## config.mk

```make
export PLATFORM = sky130hd
export DESIGN_NAME = mdu
export DESIGN_NICKNAME = d
export VERILOG_FILES = /design/src/rtl/mdu.sv
export SDC_FILE = /design/constraint.sdc
export NUM_CORES = 1
export LEC_CHECK = 0
export CORE_ASPECT_RATIO = 2
export CORE_MARGIN = 2
export CORE_UTILIZATION = 50
export CTS_BUF_LIST = sky130_fd_sc_hd__clkbuf_2 sky130_fd_sc_hd__clkbuf_4 sky130_fd_sc_hd__clkbuf_8
export CTS_CLUSTER_DIAMETER = 60
export DETAILED_ROUTE_END_ITERATION = 8
export PLACE_DENSITY = 0.7
export SETUP_SLACK_MARGIN = 0.05
export SYNTH_ARGS = -nofsm -noshare
export SYNTH_HDL_FRONTEND = slang
export SYNTH_SLANG_ARGS = --single-unit
```

## constraint.sdc

```tcl
create_clock -name clk -period 7.8 [get_ports clk]
set_input_delay 1.17 -clock clk [delete_from_list [all_inputs] [get_ports clk]]
set_output_delay 1.17 -clock clk [all_outputs]
set_load 0.01 [all_outputs]
```

## src/rtl/mdu.sv

```systemverilog
// Iterative RV M-extension multiply/divide unit.
// Shift-add multiply, restoring divide, fast path for special cases.
module mdu #(
  parameter int XLEN = 32
) (
  input  logic            clk,
  input  logic            rst,
  input  logic            in_valid,
  output logic            in_ready,
  input  logic [XLEN-1:0] rs1,
  input  logic [XLEN-1:0] rs2,
  input  logic [2:0]      funct3,
  input  logic [6:0]      funct7,
  input  logic            flush,
  output logic            out_valid,
  input  logic            out_ready,
  output logic [XLEN-1:0] rd,
  output logic            z,
  output logic            err
);

  localparam int CW = $clog2(XLEN + 1);
  localparam logic [CW-1:0] CNT_INIT = CW'(XLEN);
  localparam logic [CW-1:0] CNT_ONE  = CW'(1);
  localparam logic [XLEN-1:0] MIN  = {1'b1, {(XLEN-1){1'b0}}};
  localparam logic [XLEN-1:0] ONES = '1;

  typedef enum logic [1:0] {IDLE, CALC, FIX, DONE} state_e;

  state_e            state_q, state_d;
  logic [CW-1:0]     cnt_q, cnt_d;
  logic [2:0]        op_q, op_d;
  logic              sa_q, sa_d;
  logic              sb_q, sb_d;
  logic [2*XLEN-1:0] acc_q, acc_d;
  logic [XLEN-1:0]   rem_q, rem_d;
  logic [XLEN-1:0]   b_q, b_d;
  logic [XLEN-1:0]   rd_q, rd_d;
  logic              z_q, z_d;
  logic              err_q, err_d;

  logic            is_div, s1, s2, sa, sb;
  logic [XLEN-1:0] ma, mb;
  logic            illegal, b_zero, ovf, fast;
  logic [XLEN-1:0] fast_rd;
  logic [XLEN:0]   mul_sum;
  logic [XLEN:0]   div_sh, div_sub;
  logic            div_ge;
  logic [2*XLEN-1:0] prod;
  logic [XLEN-1:0] quo, rmd, res;

  // Accept-time decode: signedness, magnitudes and fast-path results.
  always_comb begin
    is_div  = funct3[2];
    s1      = !(funct3 inside {3'b011, 3'b101, 3'b111});
    s2      = funct3 inside {3'b000, 3'b001, 3'b100, 3'b110};
    sa      = s1 & rs1[XLEN-1];
    sb      = s2 & rs2[XLEN-1];
    ma      = sa ? -rs1 : rs1;
    mb      = sb ? -rs2 : rs2;
    illegal = funct7 != 7'h01;
    b_zero  = rs2 == '0;
    ovf     = (funct3 inside {3'b100, 3'b110})
              && rs1 == MIN && rs2 == ONES;
    fast    = illegal || (is_div && (b_zero || ovf));
    fast_rd = '0;
    if (illegal)
      fast_rd = '0;
    else if (b_zero)
      fast_rd = funct3[1] ? rs1 : ONES;
    else if (ovf)
      fast_rd = funct3[1] ? '0 : rs1;
  end

  // One iteration step and final sign fix-up / result select.
  always_comb begin
    mul_sum = {1'b0, acc_q[2*XLEN-1:XLEN]}
            + (acc_q[0] ? {1'b0, b_q} : '0);
    div_sh  = {rem_q, acc_q[XLEN-1]};
    div_sub = div_sh - {1'b0, b_q};
    div_ge  = ~div_sub[XLEN];
    prod    = (sa_q ^ sb_q) ? -acc_q : acc_q;
    quo     = (sa_q ^ sb_q) ? -acc_q[XLEN-1:0] : acc_q[XLEN-1:0];
    rmd     = sa_q ? -rem_q : rem_q;
    res     = '0;
    unique case (op_q)
      3'b000:                 res = prod[XLEN-1:0];
      3'b001, 3'b010, 3'b011: res = prod[2*XLEN-1:XLEN];
      3'b100, 3'b101:         res = quo;
      3'b110, 3'b111:         res = rmd;
    endcase
  end

  // Next-state and datapath control.
  always_comb begin
    state_d = state_q;
    cnt_d   = cnt_q;
    op_d    = op_q;
    sa_d    = sa_q;
    sb_d    = sb_q;
    acc_d   = acc_q;
    rem_d   = rem_q;
    b_d     = b_q;
    rd_d    = rd_q;
    z_d     = z_q;
    err_d   = err_q;
    if (flush) begin
      state_d = IDLE;
      err_d   = 1'b0;
    end else begin
      unique case (state_q)
        IDLE: begin
          if (in_valid) begin
            op_d = funct3;
            sa_d = sa;
            sb_d = sb;
            if (fast) begin
              state_d = DONE;
              rd_d    = fast_rd;
              z_d     = fast_rd == '0;
              err_d   = illegal;
            end else begin
              state_d = CALC;
              cnt_d   = CNT_INIT;
              acc_d   = {{XLEN{1'b0}}, is_div ? ma : mb};
              rem_d   = '0;
              b_d     = is_div ? mb : ma;
              err_d   = 1'b0;
            end
          end
        end
        CALC: begin
          if (op_q[2]) begin
            acc_d = {acc_q[2*XLEN-1:XLEN],
                     acc_q[XLEN-2:0], div_ge};
            rem_d = div_ge ? div_sub[XLEN-1:0]
                           : div_sh[XLEN-1:0];
          end else begin
            acc_d = {mul_sum, acc_q[XLEN-1:1]};
          end
          cnt_d = cnt_q - CNT_ONE;
          if (cnt_q == CNT_ONE)
            state_d = FIX;
        end
        FIX: begin
          rd_d    = res;
          z_d     = res == '0;
          err_d   = 1'b0;
          state_d = DONE;
        end
        DONE: begin
          if (out_ready) begin
            state_d = IDLE;
            err_d   = 1'b0;
          end
        end
      endcase
    end
  end

  // State and datapath registers.
  always_ff @(posedge clk or posedge rst) begin
    if (rst) begin
      state_q <= IDLE;
      cnt_q   <= '0;
      op_q    <= '0;
      sa_q    <= 1'b0;
      sb_q    <= 1'b0;
      acc_q   <= '0;
      rem_q   <= '0;
      b_q     <= '0;
      rd_q    <= '0;
      z_q     <= 1'b1;
      err_q   <= 1'b0;
    end else begin
      state_q <= state_d;
      cnt_q   <= cnt_d;
      op_q    <= op_d;
      sa_q    <= sa_d;
      sb_q    <= sb_d;
      acc_q   <= acc_d;
      rem_q   <= rem_d;
      b_q     <= b_d;
      rd_q    <= rd_d;
      z_q     <= z_d;
      err_q   <= err_d;
    end
  end

  assign in_ready  = state_q == IDLE;
  assign out_valid = state_q == DONE;
  assign rd        = rd_q;
  assign z         = z_q;
  assign err       = err_q;

endmodule

```

# Word-level counts from Yosys, hierarchy flattened
# Cells that the tools add are included.
[totals] register_bits=175 out_inout_bits=36 elab_cells=126
[op_classes] n_mux=43 reduce_logical=29 bitwise_logic=6 n_eq_ne=28 n_addsub=8
[op_table] operator="2-to-1 mux 32 bit" count=18
[op_table] operator="2-to-1 mux 64 bit" count=4
[op_table] operator="negation 32 bit" count=4
[op_table] operator="one-hot mux 32 bit (2 select lines)" count=2
[op_table] operator="one-hot mux 32 bit (4 select lines)" count=1
[op_table] operator="one-hot mux 64 bit (2 select lines)" count=1
[op_table] operator="zero test 32 bit" count=3
[op_table] operator="equality test 32 bit, second input constant" count=2
[op_table] operator="negation 64 bit" count=1
[op_table] operator="adder 32 x 32 -> 33 bit" count=1
[op_table] operator="subtractor 33 x 32 -> 33 bit" count=1
[op_table] operator="equality test 3 bit, second input constant" count=8
[op_table] operator="2-to-1 mux 6 bit" count=2
[op_table] operator="one-hot mux 6 bit (2 select lines)" count=1
[op_table] operator="AND reduction 4 bit" count=3
[op_table] operator="2-to-1 mux 2 bit" count=5
[op_table] operator="AND reduction 5 bit" count=2
[op_table] operator="equality test 3 x 2 -> 1 bit, second input constant" count=3
[op_table] operator="AND reduction 3 bit" count=3
[op_table] operator="!= test 2 bit, second input constant" count=4
[op_table] operator="one-hot mux 2 bit (4 select lines)" count=1
[op_table] operator="nonzero test 4 bit" count=2
[op_table] operator="!= test 7 x 1 -> 1 bit, second input constant" count=1
[op_table] operator="equality test 3 x 1 -> 1 bit, second input constant" count=2
[op_table] operator="other kinds (22)" count=39

# Logic depth before layout (Yosys ltp)
# Gate-level depths: netlist of the first run.
[depth] ltp_word=11 mapped_depth=16 depth_no_buf=14

# Worst setup path before layout of the first run
# No wires, ideal clock.
[synth_timing] path_kind="register to register" start="reg acc_q[31]" end="reg rem_q[10]" n_path_buf=2 arrival_ns=3.705 setup_time_ns=0.133 stages_incl_launch_ff=17 path_slack_ns=3.962 synth_period_minus_slack_ns=3.838 required_ns=7.667 path_cell_list="dfrtp_1 clkbuf_1 inv_1 ha_1 inv_1 fa_1 a21o_1 a21oi_1 o21ai_1 a211oi_1 a21oi_1 o2111ai_1 a21oi_1 a2111oi_2 clkbuf_1 mux2i_1 o21ai_0"
[synth_between] elab_chain_len=4
[synth_rtl] element="start, declared" line_no="35" source="logic [2*XLEN-1:0] acc_q, acc_d;"
[synth_rtl] element="start signal, assigned" line_no="169" source="acc_q <= '0;"
[synth_rtl] element="start signal, assigned" line_no="181" source="acc_q <= acc_d;"
[synth_rtl] element="subtractor 33 x 32 -> 33 bit" line_no="80" source="div_sub = div_sh - {1'b0, b_q};"
[synth_rtl] element="2-to-1 mux 32 bit" line_no="136" source="rem_d = div_ge ? div_sub[XLEN-1:0]"
[synth_rtl] element="2-to-1 mux 32 bit" line_no="133" source="if (op_q[2]) begin"
[synth_rtl] element="one-hot mux 32 bit (2 select lines)" line_no="111" source="unique case (state_q)"
[synth_rtl] element="end signal, assigned" line_no="182" source="rem_q <= rem_d;"
[synth_rtl] element="end, declared" line_no="36" source="logic [XLEN-1:0] rem_q, rem_d;"
# Every way passes these cells. The select of a mux whose other input is x is not followed.
# A chain may end at the register's enable or synchronous reset.

# Worst setup path in the final report of the first run
[layout_timing] start="reg acc_q[31]" end="reg rem_q[15]"
# Same word-level chain as after synthesis.

==> impl_metrics.json, run 1 <==
{
  "status": "finished clean",
  "min_path_type": "register to register",
  "finalSetupViolations": 0,
  "synth_cell_types": 78,
  "ant_nets": 0,
  "cts_resized": 0,
  "rrSetupSlack_ps": 2560,
  "vias": 16600,
  "dp_hpwl_um": 47100,
  "cp_slowest_cell": "dfrtp_1",
  "fp.coreArea_um2": 32100,
  "grt_pass1_vias": 16200,
  "drt_iter0_markers": 1211,
  "post-place-ws_ps": 2260,
  "die_h_um": 259,
  "overflow": 0,
  "gp_congestion": 1.01,
  "crit_required_ps": 8210,
  "cts_root_buf": "clkbuf_8",
  "std_cell_rows": 93,
  "drv_slew": 0,
  "ctsHoldBuffers": 0,
  "max-cap-violations": 0,
  "rsz0062_at_grt": "no",
  "swShare_pct": 50.4,
  "wire_per_inst_um": 22.7,
  "insertion_delay_ps": 530,
  "dr.pass1.iters": 5,
  "nNetsFinal": 2322,
  "fillCellCount": 3085,
  "tritoncts": "built",
  "leakage_uw": 0.00757,
  "die_width_um": 132,
  "cts_buffers": 17,
  "cts_setup_buffers": 0,
  "h-tree-depth": 4,
  "die_area_um2": 34100,
  "grtUsageTotal_pct": 34.3,
  "routed_via_density": 6.35,
  "num_io_pins": 115,
  "netSwitchingPower_uw": 3140,
  "post-route-period-util_pct": 67.2,
  "final_cell_mix": "nor2_1, nand2_1, dfrtp_1",
  "hold_start": "b_q[8]$_DFFE_PP0P_",
  "skew_ps": 17.5,
  "ys_seq_area_share_pct": 26.9,
  "crit_fanout": 43,
  "finalSetupTns_ps": 0,
  "hold_path_end": "b_q[8]$_DFFE_PP0P_",
  "start_kind": "register",
  "antenna_found_initial": 1,
  "setup_ws_ps": 2560,
  "drc": 0,
  "clkTransAtPathRegs_ps": 100,
  "period_needed_ps": 5240,
  "final_common_cell": "nor2_1",
  "port_buffers": 114,
  "synth.net_count": 2284,
  "postSynthCellCount": 2128,
  "ir_drop_uv": 214,
  "synth_edf_count": 0,
  "synth_ff_type": "dfrtp_1",
  "hold_depth": 2,
  "crit_path_frequent_cell": "a21oi_1",
  "r2r_cells": 15,
  "routed_wl_um": 59100,
  "finalHoldViolations": 0,
  "synthArstFlopShare_pct": 100,
  "grt_pass1_wl_um": 91200,
  "max-slew-margin-rel_pct": 17.3,
  "crit_chain": "inv_1 > ha_1 > inv_1 > fa_1 > a21o_1 > a21oi_1 > o21ai_1 > a211oi_1 > a21oi_1 > o2111ai_1 > a21oi_1 > a2111oi_4 > buf_4 > nor3_1 > a221o_1",
  "final_area_um2": 18300,
  "pwr-share-clk_pct": 12.3,
  "dpl_cell_area_um2": 17800,
  "p_comb_share_pct": 63.5,
  "cp-end-kind": "register",
  "start_util_pct": 50.7,
  "cts_buffer_depth": 2,
  "postSynthAreaPerCell_um2": 7.65,
  "p_seq_share_pct": 24.2,
  "netlist_area_um2": 16300,
  "cts.sinks": 175,
  "grt_max_degree": 77,
  "yosys_warnings": 0,
  "multi_input_area_um2": 11200,
  "ys_ff_latch": 175,
  "reg2reg_from": "acc_q[31]$_DFFE_PP0P_",
  "worstPathArrival_ps": 5660,
  "rr_endpoint": "rem_q[15]$_DFFE_PP0P_",
  "syn_to_final_growth_pct": 12.2,
  "tightest_slew_ps": 1240,
  "cp_slowest_stage_delay_ps": 610,
  "p_int_uw": 3090,
  "clock.fmax_ghz": 0.191,
  "powerDensity_nw_per_um2": 341,
  "worstSetupPathType": "register to register",
  "seqCellArea_um2": 4380,
  "drive_gt1_share_pct": 6.15
}
## worst max-delay path by stage
stage | start | to | slack (ps)
3_3_place_gp | rs2[7] | rem_q[22]$_DFFE_PP0P_ | 2310
4_1_cts | acc_q[31]$_DFFE_PP0P_ | rem_q[22]$_DFFE_PP0P_ | 2600
3_5_place_dp | rs2[7] | rem_q[22]$_DFFE_PP0P_ | 2260
5_1_grt | acc_q[31]$_DFFE_PP0P_ | rem_q[1]$_DFFE_PP0P_ | 2360
2_1_floorplan | rst | acc_q[0]$_DFFE_PP0P_ | 1890
6_report | acc_q[31]$_DFFE_PP0P_ | rem_q[15]$_DFFE_PP0P_ | 2560
## flip-flops by register name, summed over array words and instances (netlist names)
register	flops
op_q	3
acc_q	64
state_q	2
b_q	32
sb_q	1
z	1
rd	32
rem_q	32
err	1
sa_q	1
cnt_q	6
## routing by layer
layer	up-vias	wire length (um)	GRT usage (%)
met1	7869	20900	35.1
met4	0	4540	24.3
met3	212	3020	4.57
met5	-	0	0
met2	648	30700	63.9
li1	7822	-	-
## worst max-delay path: cells and delay by family, from the launching register on
family / cells / cell delay, ps
AO/OA/AOI/OAI: 9 / 2700
adder cells (fa/ha/maj): 2 / 650
buffers and inverters: 3 / 1010
flip-flops: 1 / 610
AND/OR/NAND/NOR: 1 / 110
## synth_stat cells (9+ instances only)
| master | n | area (um2) |
|---|---|---|
| dfrtp_1 | 174 | 4350 |
| nand4_1 | 22 | 138 |
| clkbuf_1 | 115 | 432 |
| buf_1 | 11 | 41.3 |
| o21a_1 | 40 | 300 |
| xor2_1 | 89 | 780 |
| mux2i_1 | 33 | 330 |
| o31ai_1 | 38 | 285 |
| a21oi_1 | 171 | 856 |
| a21o_1 | 18 | 135 |
| or3_1 | 29 | 181 |
| nand2b_1 | 24 | 150 |
| o211ai_1 | 10 | 75.1 |
| or4_1 | 19 | 143 |
| o41ai_1 | 22 | 193 |
| o311ai_0 | 32 | 280 |
| a211oi_1 | 36 | 270 |
| nor4_1 | 37 | 231 |
| o22ai_1 | 9 | 56.3 |
| o21ai_0 | 169 | 846 |
| and2_1 | 9 | 56.3 |
| xnor2_1 | 101 | 885 |
| mux2_2 | 29 | 327 |
| nand2_1 | 205 | 769 |
| a31oi_1 | 26 | 163 |
| nor2_1 | 270 | 1010 |
| inv_1 | 77 | 289 |
| ha_1 | 75 | 938 |
| nand3_1 | 22 | 110 |
| and3_1 | 15 | 93.8 |
| nor3_1 | 56 | 280 |
## power groups by stage
stage | clock [uW] | combinational [uW] | sequential [uW]
final | 766 | 3960 | 1510
after global routing | 803 | 4250 | 1540
after CTS | 776 | 3880 | 1500
after detailed placement | 0 | 3850 | 1520
after global placement | 0 | 3840 | 1510
after floorplan | 0 | 2660 | 1380
## metrics by stage
stage	hold WS [ps]	instances	total power, uW	utilization, %
after global routing	507	2607	6600	56.9
after floorplan	439	2128	4030	-
after detailed placement	475	2574	5370	55.4
after CTS	498	2606	6160	56.9
final	494	2607	6240	56.9
after global placement	461	2574	5350	55.4
## cell families after synthesis
kind of cell | synth area share [%]
multiplexers | 4.04
AO/OA/AOI/OAI | 26.3
AND/OR/NAND/NOR | 21.7
flip-flops | 26.9
buffers and inverters | 4.85
XOR/XNOR | 10.2
adder cells (fa/ha/maj) | 6.01
## layout make-up
| type | instances | share of cell area, % |
|---|---|---|
| multi-input combinational | 1744 | 61.2 |
| sequential | 175 | 24.0 |
| timing repair buffer | 149 | 7.67 |
| tap | 427 | 2.92 |
| inverter | 79 | 1.65 |
| clock buffer | 19 | 1.43 |
| clock inverter | 13 | 1.10 |
| antenna | 1 | 0.0137 |
(Power assumes the default switching activity.)
==> inputs of run 2 (changes only) <==
--- a/config.mk
+++ b/config.mk
@@ -11,7 +11,7 @@
 export CTS_BUF_LIST = sky130_fd_sc_hd__clkbuf_2 sky130_fd_sc_hd__clkbuf_4 sky130_fd_sc_hd__clkbuf_8
 export CTS_CLUSTER_DIAMETER = 60
 export DETAILED_ROUTE_END_ITERATION = 8
-export PLACE_DENSITY = 0.7
+export PLACE_DENSITY = 0.72
 export SETUP_SLACK_MARGIN = 0.05
 export SYNTH_ARGS = -nofsm -noshare
 export SYNTH_HDL_FRONTEND = slang
==> constraint.sdc (replaced) <==
create_clock -name clk -period 4.3 [get_ports clk]
set_input_delay 0.645 -clock clk [delete_from_list [all_inputs] [get_ports clk]]
set_output_delay 0.645 -clock clk [all_outputs]
set_load 0.01 [all_outputs]
==> run 2 against run 1 <==
Compared with the run above:
- count of clock-buffer cells in the layout decreased by 2
- via count increased by 3.2%
- clock skew about the same
- worst setup slack got worse by 2400 ps
- core utilization increased by 1.9 points
- die area unchanged
- maximum frequency increased by 27%
- combinational power increased by 93%
- final area increased by 3.3%
- global-route usage increased by 1.2 points
- sequential power increased by 81%
- critical endpoint is now z$_DFFE_PP1P_
- largest power group unchanged
==> impl_metrics.json, run 2 (same netlist as run 1, synthesis figures left out) <==
{
  "fp.coreArea_um2": 32100,
  "antenna_found_initial": 1,
  "dp_hpwl_um": 47800,
  "cp_slowest_cell": "nor4_1",
  "crit_path_frequent_cell": "nand4b_1",
  "cts_buffer_depth": 2,
  "die_area_um2": 34100,
  "vias": 17100,
  "cts.sinks": 175,
  "overflow": 0,
  "finalHoldViolations": 0,
  "clkTransAtPathRegs_ps": 110,
  "std_cell_rows": 93,
  "rsz0062_at_grt": "no",
  "grt_max_degree": 176,
  "final_cell_mix": "nor2_1, nand2_1, dfrtp_1",
  "final_common_cell": "nor2_1",
  "nNetsFinal": 2404,
  "tightest_slew_ps": 1170,
  "critical_path.top_delay_family": "simple AND/OR/NAND/NOR gates",
  "grt_pass1_wl_um": 94400,
  "h-tree-depth": 4,
  "clock.fmax_ghz": 0.243,
  "period_needed_ps": 4120,
  "finalSetupViolations": 0,
  "wire_per_inst_um": 22.7,
  "max-cap-violations": 0,
  "post-place-ws_ps": 67.5,
  "rrSetupSlack_ps": 180,
  "leakage_uw": 0.00796,
  "cp_slowest_stage_delay_ps": 690,
  "crit_required_ps": 4770,
  "crit_buf_inv": 0,
  "ant_nets": 0,
  "seqCellArea_um2": 4380,
  "ir_drop_uv": 367,
  "num_io_pins": 115,
  "tritoncts": "built",
  "post-route-period-util_pct": 95.8,
  "max_flop_register": "acc_q",
  "ctsHoldBuffers": 0,
  "powerDensity_nw_per_um2": 612,
  "crit_fanout": 5,
  "drc": 0,
  "start_util_pct": 50.7,
  "status": "finished clean",
  "fillCellCount": 3061,
  "routed_wl_um": 60900,
  "port_buffers": 114,
  "cp-end-kind": "register",
  "die_h_um": 259,
  "grtUsageTotal_pct": 35.6,
  "multi_input_area_um2": 11200,
  "r2r_cells": 10,
  "dpl_cell_area_um2": 18500,
  "largest_register_ffs": 64,
  "grt_pass1_vias": 16800,
  "start_kind": "register",
  "drv_slew": 0,
  "cts_setup_buffers": 0,
  "drt_iter0_markers": 1213,
  "cts_buffers": 17,
  "cts_root_buf": "clkbuf_8",
  "rr_endpoint": "z$_DFFE_PP1P_",
  "die_width_um": 132,
  "worstPathArrival_ps": 4590,
  "drive_gt1_share_pct": 9.51,
  "final_area_um2": 18900,
  "hold_path_end": "b_q[7]$_DFFE_PP0P_",
  "dr.pass1.iters": 6,
  "cts_resized": 0,
  "min_path_type": "register to register",
  "crit_chain": "nor4_1 > nand4b_1 > nor4_4 > nand4_1 > o41ai_1 > xnor2_1 > a222oi_1 > nor3b_2 > nand4b_1 > o21ai_1",
  "insertion_delay_ps": 530,
  "skew_ps": 17.6,
  "syn_to_final_growth_pct": 16.0,
  "gp_congestion": 1.07,
  "hold_start": "b_q[7]$_DFFE_PP0P_",
  "worstSetupPathType": "register to register",
  "hold_depth": 2,
  "max-slew-margin-rel_pct": 21.8,
  "finalSetupTns_ps": 0,
  "setup_ws_ps": 181,
  "reg2reg_from": "acc_q[36]$_DFFE_PP0P_",
  "routed_via_density": 6.35
}
-- run 2: cell types whose count changed in the layout (fill, tap and decap cells not counted), moves of 2 or more --
cell        before  now
clkinv_4         3    5
bufinv_16        4    1
buf_12           0    6
clkbuf_8        19   17
clkinvlp_4       0    3
buf_4           36  112
-- run 2: stage by stage --
step | hold WS, ps | power, uW | std cells | util [%]
2_1_floorplan | 439 | 7320 | 2128 | -
3_3_place_gp | 463 | 10000 | 2656 | 57.6
3_5_place_dp | 472 | 10100 | 2656 | 57.6
4_1_cts | 499 | 11400 | 2688 | 58.8
5_1_grt | 526 | 12200 | 2689 | 58.8
6_report | 496 | 11600 | 2689 | 58.8
-- run 2: final cells by class --
class | count | share of cell area, %
antenna | 1 | 0.0133
clock buffer | 17 | 1.24
timing repair buffer | 231 | 11.1
tap | 427 | 2.83
multi-input combinational | 1744 | 59.2
inverter | 79 | 1.59
sequential | 175 | 23.2
clock inverter | 15 | 0.815
-- run 2: worst max-delay path by stage --
stage / from / to / slack, ps / cells after the start
after floorplan: acc_q[31]$_DFFE_PP0P_ / rem_q[10]$_DFFE_PP0P_ / 460 / 16
after global placement: rs2[15] / z$_DFFE_PP1P_ / 180 / 11
after detailed placement: rs2[15] / z$_DFFE_PP1P_ / 70 / 11
after CTS: acc_q[31]$_DFFE_PP0P_ / rem_q[0]$_DFFE_PP0P_ / 260 / 17
after global routing: acc_q[31]$_DFFE_PP0P_ / rem_q[0]$_DFFE_PP0P_ / 70 / 17
final: acc_q[36]$_DFFE_PP0P_ / z$_DFFE_PP1P_ / 180 / 10
-- run 2: power by group --
part	total, uW	internal, uW	switching (uW)
clock network	1200	476	720
logic	7630	3160	4460
registers	2730	2080	645
total	11600	5720	5830
-- run 2: worst register-to-register path: cells and delay by family, from the launching register on --
family / cells / cell delay, ps
and+or+nand+nor: 6 / 2270
xor gates and xnor gates: 1 / 140
DFF: 1 / 530
AOI/OAI and AO/OA: 3 / 1130
-- run 2: metal layers --
layer  vias up  track usage [%]  wire length, um
li1       8001                -                -
met1      8135             36.4            21800
met2       716             65.7            31200
met3       235             4.67             3030
met4         0             26.1             4950
met5         -                0                0
